--- src/rtl/core_pkg.sv ---
// Shared definitions for the single-issue core: PC controller states,
// default vectors, data width and trap cause encodings.
package core_pkg;

  typedef enum logic [0:0] {
    RUN  = 1'b0,
    HALT = 1'b1
  } pc_state_e;

  localparam int XLEN_DEFAULT    = 32;
  localparam int CAUSE_W_DEFAULT = 4;

  localparam logic [31:0] RESET_VECTOR_DEFAULT = 32'h0000_0000;
  localparam logic [31:0] TRAP_VECTOR_DEFAULT  = 32'h0000_0100;

  localparam logic [3:0] CAUSE_MISALIGNED_FETCH = 4'd0;
  localparam logic [3:0] CAUSE_ILLEGAL          = 4'd2;
  localparam logic [3:0] CAUSE_ECALL            = 4'd11;

endpackage

--- src/rtl/pc_target_calc.sv ---
// Combinational next-PC candidates and target alignment check.
// Kept standalone so the branch predictor can share the same arithmetic.
module pc_target_calc #(
  parameter int XLEN   = 32,
  parameter int IALIGN = 4
) (
  input  logic [XLEN-1:0] pc_i,
  input  logic [XLEN-1:0] rs1_i,
  input  logic [XLEN-1:0] imm_i,
  input  logic            jalr_i,
  output logic [XLEN-1:0] seq_o,
  output logic [XLEN-1:0] rel_o,
  output logic [XLEN-1:0] abs_o,
  output logic [XLEN-1:0] target_o,
  output logic            misaligned_o
);

  always_comb begin
    seq_o    = pc_i + XLEN'(4);
    rel_o    = pc_i + imm_i;
    abs_o    = (rs1_i + imm_i) & ~(XLEN'(1));
    target_o = jalr_i ? abs_o : rel_o;
    // bit0 is always clear for legal targets, so only bit1 matters at 4-byte alignment
    misaligned_o = (IALIGN == 4) ? target_o[1] : 1'b0;
  end

endmodule

--- src/rtl/pc_unit.sv ---
// Fetch program counter with branch/JALR redirect, trap/MRET handling
// and a debug halt/resume controller.
module pc_unit
  import core_pkg::*;
#(
  parameter int                   XLEN           = XLEN_DEFAULT,
  parameter logic [XLEN-1:0]      RESET_VECTOR   = XLEN'(RESET_VECTOR_DEFAULT),
  parameter logic [XLEN-1:0]      TRAP_VECTOR    = XLEN'(TRAP_VECTOR_DEFAULT),
  parameter int                   IALIGN         = 4,
  parameter int                   CAUSE_W        = CAUSE_W_DEFAULT,
  parameter logic [CAUSE_W-1:0]   MISALIGN_CAUSE = CAUSE_W'(CAUSE_MISALIGNED_FETCH)
) (
  input  logic               clock,
  input  logic               reset,
  input  logic               en,
  input  logic               in_en,
  input  logic               branch_decision,
  input  logic               jalr,
  input  logic [XLEN-1:0]    rs1_value,
  input  logic [XLEN-1:0]    generated_immediate,
  input  logic               auipc_in,
  input  logic               trap_req,
  input  logic [CAUSE_W-1:0] trap_cause,
  input  logic               mret,
  input  logic               halt_req,
  input  logic               resume,
  output logic [XLEN-1:0]    pc_out,
  output logic [XLEN-1:0]    pc_add_out,
  output logic [XLEN-1:0]    epc_out,
  output logic [CAUSE_W-1:0] cause_out,
  output logic               flush,
  output logic               halted,
  output logic               misaligned
);

  pc_state_e          state_q, state_d;
  logic [XLEN-1:0]    pc_q, pc_d;
  logic [XLEN-1:0]    epc_q, epc_d;
  logic [CAUSE_W-1:0] cause_q, cause_d;
  logic               flush_q, flush_d;
  logic               mis_q, mis_d;

  logic               commit;
  logic               redirect;
  logic [XLEN-1:0]    seq_w, rel_w, abs_w, target_w;
  logic               target_mis_w;
  logic               unused_abs;

  pc_target_calc #(
    .XLEN   (XLEN),
    .IALIGN (IALIGN)
  ) u_target_calc (
    .pc_i         (pc_q),
    .rs1_i        (rs1_value),
    .imm_i        (generated_immediate),
    .jalr_i       (jalr),
    .seq_o        (seq_w),
    .rel_o        (rel_w),
    .abs_o        (abs_w),
    .target_o     (target_w),
    .misaligned_o (target_mis_w)
  );

  // abs is already folded into target; kept on the port for the predictor
  assign unused_abs = ^abs_w;

  // ---------------- halt/resume FSM ----------------
  always_ff @(posedge clock) begin
    if (reset) begin
      state_q <= RUN;
    end else if (en) begin
      state_q <= state_d;
    end
  end

  always_comb begin
    state_d = state_q;
    case (state_q)
      RUN:     if (halt_req) state_d = HALT;
      HALT:    if (resume)   state_d = RUN;
      default: state_d = RUN;
    endcase
  end

  always_comb begin
    halted = (state_q == HALT);
    commit = en && in_en && (state_q == RUN);
  end

  // ---------------- PC / trap datapath ----------------
  assign redirect = branch_decision | jalr;

  always_comb begin
    pc_d    = pc_q;
    epc_d   = epc_q;
    cause_d = cause_q;
    flush_d = 1'b0;
    mis_d   = 1'b0;
    if (commit) begin
      if (trap_req) begin
        pc_d    = TRAP_VECTOR;
        epc_d   = pc_q;
        cause_d = trap_cause;
        flush_d = 1'b1;
      end else if (redirect && target_mis_w) begin
        pc_d    = TRAP_VECTOR;
        epc_d   = pc_q;
        cause_d = MISALIGN_CAUSE;
        flush_d = 1'b1;
        mis_d   = 1'b1;
      end else if (mret) begin
        pc_d    = epc_q;
        flush_d = 1'b1;
      end else if (redirect) begin
        pc_d    = target_w;
        flush_d = 1'b1;
      end else begin
        pc_d    = seq_w;
      end
    end
  end

  // Pulses are cleared every cycle; architectural registers hold under stall.
  always_ff @(posedge clock) begin
    if (reset) begin
      pc_q    <= RESET_VECTOR;
      epc_q   <= '0;
      cause_q <= '0;
      flush_q <= 1'b0;
      mis_q   <= 1'b0;
    end else begin
      flush_q <= flush_d;
      mis_q   <= mis_d;
      if (en) begin
        pc_q    <= pc_d;
        epc_q   <= epc_d;
        cause_q <= cause_d;
      end
    end
  end

  always_comb begin
    pc_out     = pc_q;
    pc_add_out = auipc_in ? rel_w : seq_w;
    epc_out    = epc_q;
    cause_out  = cause_q;
    flush      = flush_q;
    misaligned = mis_q;
  end

endmodule

--- config.mk ---
export PLATFORM = sky130hd
export DESIGN_NAME = pc_unit
export DESIGN_NICKNAME = d
export VERILOG_FILES = /design/src/rtl/core_pkg.sv /design/src/rtl/pc_target_calc.sv /design/src/rtl/pc_unit.sv
export SDC_FILE = /design/constraint.sdc
export NUM_CORES = 1
export LEC_CHECK = 0
export ABC_AREA = 1
export CAP_MARGIN = 20
export CORE_ASPECT_RATIO = 0.7
export CORE_MARGIN = 1
export CORE_UTILIZATION = 35
export CTS_CLUSTER_SIZE = 16
export DETAILED_ROUTE_END_ITERATION = 10
export DONT_BUFFER_PORTS = 1
export PLACE_DENSITY = 0.55
export SLEW_MARGIN = 20
export SYNTH_ARGS = -nofsm -noshare
export SYNTH_HDL_FRONTEND = slang
export SYNTH_HIERARCHICAL = 1
export SYNTH_SLANG_ARGS = --single-unit
--- constraint.sdc ---
create_clock -name clock -period 3.7 [get_ports clock]
set_input_delay 0.555 -clock clock [delete_from_list [all_inputs] [get_ports clock]]
set_output_delay 0.555 -clock clock [all_outputs]
set_load 0.005 [all_outputs]
After elaboration in Yosys (flattened, before gate mapping) --
Index checks and enable logic that the tools add are counted.
Cells by class: $add $sub $neg 3, multiplexer cells 18, bitwise operators 3, reduce and logical (&&, ||, !) cells 8
Operators by type and width (number):
- $mux 32 | 8
- $add 32x32->32 | 2
- $add 32x3->32 const B | 1
- $mux 4 | 2
- $mux 1 | 7
- $logic_and 1x1->1 | 3
- $reduce_and 3->1 | 1
- $reduce_or 3->1 | 1
- $not 1->1 | 2
- $pmux 1 s2 | 1
- $reduce_and 2->1 | 1
- $reduce_bool 2->1 | 1
- $reduce_or 2->1 | 1
- $or 1x1->1 | 1
Storage, ports and cells: flip-flop bits (word level) 71, output and inout bits 103, logic and storage cells 38

Longest topological paths before layout --
word-level depth 6, mapped depth 20, gate-level depth less buffers 20

Hierarchy --
The synthesis kept the hierarchy.
By module, submodules not included:
- pc_target_calc | instances 1, cells each 1216, area an instance 5910.7 µm², seq. area each 0.0 µm²
- pc_unit | instances 1, cells each 623, area an instance 3741.1 µm², seq. area each 1421.4 µm²

Worst setup path before layout --
OpenSTA, ideal clock, no wires.
path type input port to output port, from input generated_immediate[0], to output pc_add_out[28], data arrival time 2.014 ns, data required time 3.145 ns, slack 1.131 ns, stages on the path 11, path buffers 0, cells stage by stage ha_1 fa_1 nand3_1 nand3_1 nand3_1 nand3_1 nand2_1 nand3_1 and2_1 nand2_1 o21ai_0
Between the ends: word-level cells in the longest chain between the ends 2
Ends and longest elaborated chain:
- start, declared | line pc_unit.sv:20 | input logic [XLEN-1:0] generated_immediate,
- $add 32x32->32 | line pc_target_calc.sv:20 | rel_o = pc_i + imm_i;
- via rel_w[28] | line pc_unit.sv:45 | logic [XLEN-1:0] seq_w, rel_w, abs_w, target_w;
- $mux 32 | line pc_unit.sv:144 | pc_add_out = auipc_in ? rel_w : seq_w;
- end, declared | line pc_unit.sv:28 | output logic [XLEN-1:0] pc_add_out,
The timed path passes the listed nets, and every way through them passes these cells.

Final worst setup path --
from register pc_q[9] (netlist: pc_out[9]), to output pc_add_out[20]
Between the ends: word-level cells in the longest chain between the ends 2, elaborated cells between the ends (all ways) 3, classes of those cells add/sub: 2; mux: 1
Ends and longest elaborated chain:
- start, declared | line pc_unit.sv:37 | logic [XLEN-1:0] pc_q, pc_d;
- start signal, assigned | line pc_unit.sv:135 | pc_q <= pc_d;
- $add 32x32->32 | line pc_target_calc.sv:20
- via rel_w[20] | line pc_unit.sv:45
- $mux 32 | line pc_unit.sv:144
The timed path passes the listed nets, and every way through them passes these cells.

==> run summary <==
Via/cell ratio - 4.86
Nets - 1,928
Area grow syn2layout - 6.40%
Clock skew - 0.0108 ns
MaxCap Viol Count - 0
RSZ-0062 raised after global routing - no
F_max - 306 MHz
Critical path peak fanout - 8
HPWL Detailed - 29,700 um
# resized after CTS - 0
Layout cells sized above 1 - 2.79%
Placer Congestion - 0.915
Met3 Usage GRT - 7.08%
Net Count, Synth - 1,958
Number of cells on the worst reg-to-reg path - 16
Wire length per cell - 16.7 um
Pins Over Slew Limit - 0
TritonRoute pass-1 iters - 7
Final ANT Viol Nets - 0
Status - complete, no violations
Ys Warns - 6
Slew Limit Headroom - 30.0%
Setup Crit Path Kind - flop to output port
Die Height - 140 um
Largest net degree at the start of global routing - 65
R2R setup slack - 0.98 ns
M2 GR Usage - 39.1%
Gr busiest metal - met2
Final Setup Violations - 0
Initial antenna violation count - 0
GRT Util Overall - 25.7%
Least-Margin Pin Slew - 1.05 ns
Clk Latency, worst-skew pair - 0.33 ns
Static Leakage - 5.64 nW
Setup tns final - 0 ns
First-pass GRT wire length - 55,100 um
Power Density - 259 nW/um^2
WP data required - 3.14 ns
Mapped Cells - 1,815
IO Count - 182
# diodes - 0
Post-CTS Setup Inserts - 0
I/O Buffers - 0
Starting DRT DRC Count - 934
DIE AREA - 27,900 sq um
Worst setup EP type - output port
Initial Util - 35.6%
R2r startpoint - pc_out[9]
Largest vdd supply drop - 0.274 mV
Final Cycle Share - 88.4%
Clock slew at reported path FFs - 0.05 ns
DR DRC count - 0
CP Launch Type - flop
Synth Area per Inst - 5.24 sq um
# rows - 50
Worst Setup EP - pc_add_out[20]
Worst path arrival time - 2.72 ns
Num Clock Sinks - 71
Met1 usage - 37.1%
Num CTS Buffers - 9
Clock tree buffer depth - 2
Final Hold Viols - 0
CORE AREA - 26,700 sq um
Tmin final - 3.27 ns
Grt ovf - 0
Post-CTS Hold Buffers - 0
Vias in the first global route - 9,585
Die width - 199 um
Crit path from - pc_out[9]
CTS tree - yes
HP Class - input port to flop
Post-Syn Area - 9520 sq um
Routed vias - 10,500
Total Power - 2.62 mW
RR Endpoint - pc_out[28]
CTS root buf - clkbuf_16
WL final - 35,900 um
H-tree levels - 3
==> worst min-delay path by stage <==
| stage | startpoint | endpoint | slack (ns) | cells after the start |
|---|---|---|---|---|
| 2_1_floorplan | cause_out[0] | cause_out[0] | 0.46 | 2 |
| 3_3_place_gp | cause_out[1] | cause_out[1] | 0.46 | 2 |
| 3_5_place_dp | cause_out[1] | cause_out[1] | 0.47 | 2 |
| 4_1_cts | reset | pc_out[27] | 0.28 | 1 |
| 5_1_grt | reset | cause_out[1] | 0.27 | 1 |
| 6_report | reset | halted | 0.30 | 1 |
==> cells in the final DEF, fill, tap and decap left out, types with 2 or more instances in the layout <==
cell         n
a31oi_1      2
clkinv_2     2
o21ai_0     76
dfxtp_1     71
buf_4        6
fa_1         2
a21oi_1     74
nand3_1    107
clkbuf_16    9
nand4_1     12
nor2_1     150
inv_2        5
xnor2_1     22
ha_1        62
nand2_1    750
nor2_2       5
nand2_2      3
nand2_4      5
o21bai_1     4
inv_1      315
nand3b_1    13
xor2_1      37
nor4_1       2
nor2_4       5
nor3_1      21
and2_1      16
clkbuf_8     3
==> per-layer routing <==
layer  wire, um  share of wire, %
met1      17600                49
met2      14800                41
met5          0                 0
met4        263              0.73
met3       3270               9.1
==> worst max-delay path, cell delays in order, from the launching register on <==
cell and delay (ns):
dfxtp_1 0.62, ha_1 0.36, nand2_1 0.09, nand2_1 0.07, a21oi_1 0.30, nand3_1 0.28
nand3_1 0.16, nand3_1 0.09, and2_1 0.16, nand2_1 0.05, o21ai_0 0.20
==> report_power, final <==
| part | switching [mW] | leakage (nW) | internal (mW) |
|---|---|---|---|
| logic | 0.585 | 4.91 | 0.288 |
| registers | 0.0488 | 0.577 | 0.797 |
| clock network | 0.324 | 0.156 | 0.575 |
| total | 0.957 | 5.64 | 1.66 |
==> final cells by class <==
| cell class | instances | area (sq um) |
|---|---|---|
| Fill cell | 3108 | 16600 |
| Multi-Input combinational cell | 1375 | 6680 |
| Sequential cell | 71 | 1420 |
| Inverter | 321 | 1200 |
| Tap cell | 364 | 455 |
| Clock buffer | 13 | 270 |
| Timing Repair Buffer | 7 | 60.1 |
| Clock inverter | 3 | 40.0 |
==> sequential cells by signal, summed over array words and instances, names as in the netlist <==
signal / flops
halted: 1
cause_out: 4
flush: 1
epc_out: 32
misaligned: 1
pc_out: 32
==> through the flow <==
stage	setup WS (ns)	utilization [%]	cells	hold WS [ns]	area, sq um
after floorplan	1.13	-	1815	0.456	9520
after global placement	0.745	36.7	2137	0.463	9800
final	0.429	37.9	2154	0.299	10100
after global routing	0.207	37.9	2154	0.274	10100
after detailed placement	0.732	36.7	2137	0.468	9800
after CTS	0.431	37.9	2153	0.284	10100
No activity file was read; power rests on OpenSTA's default activity.
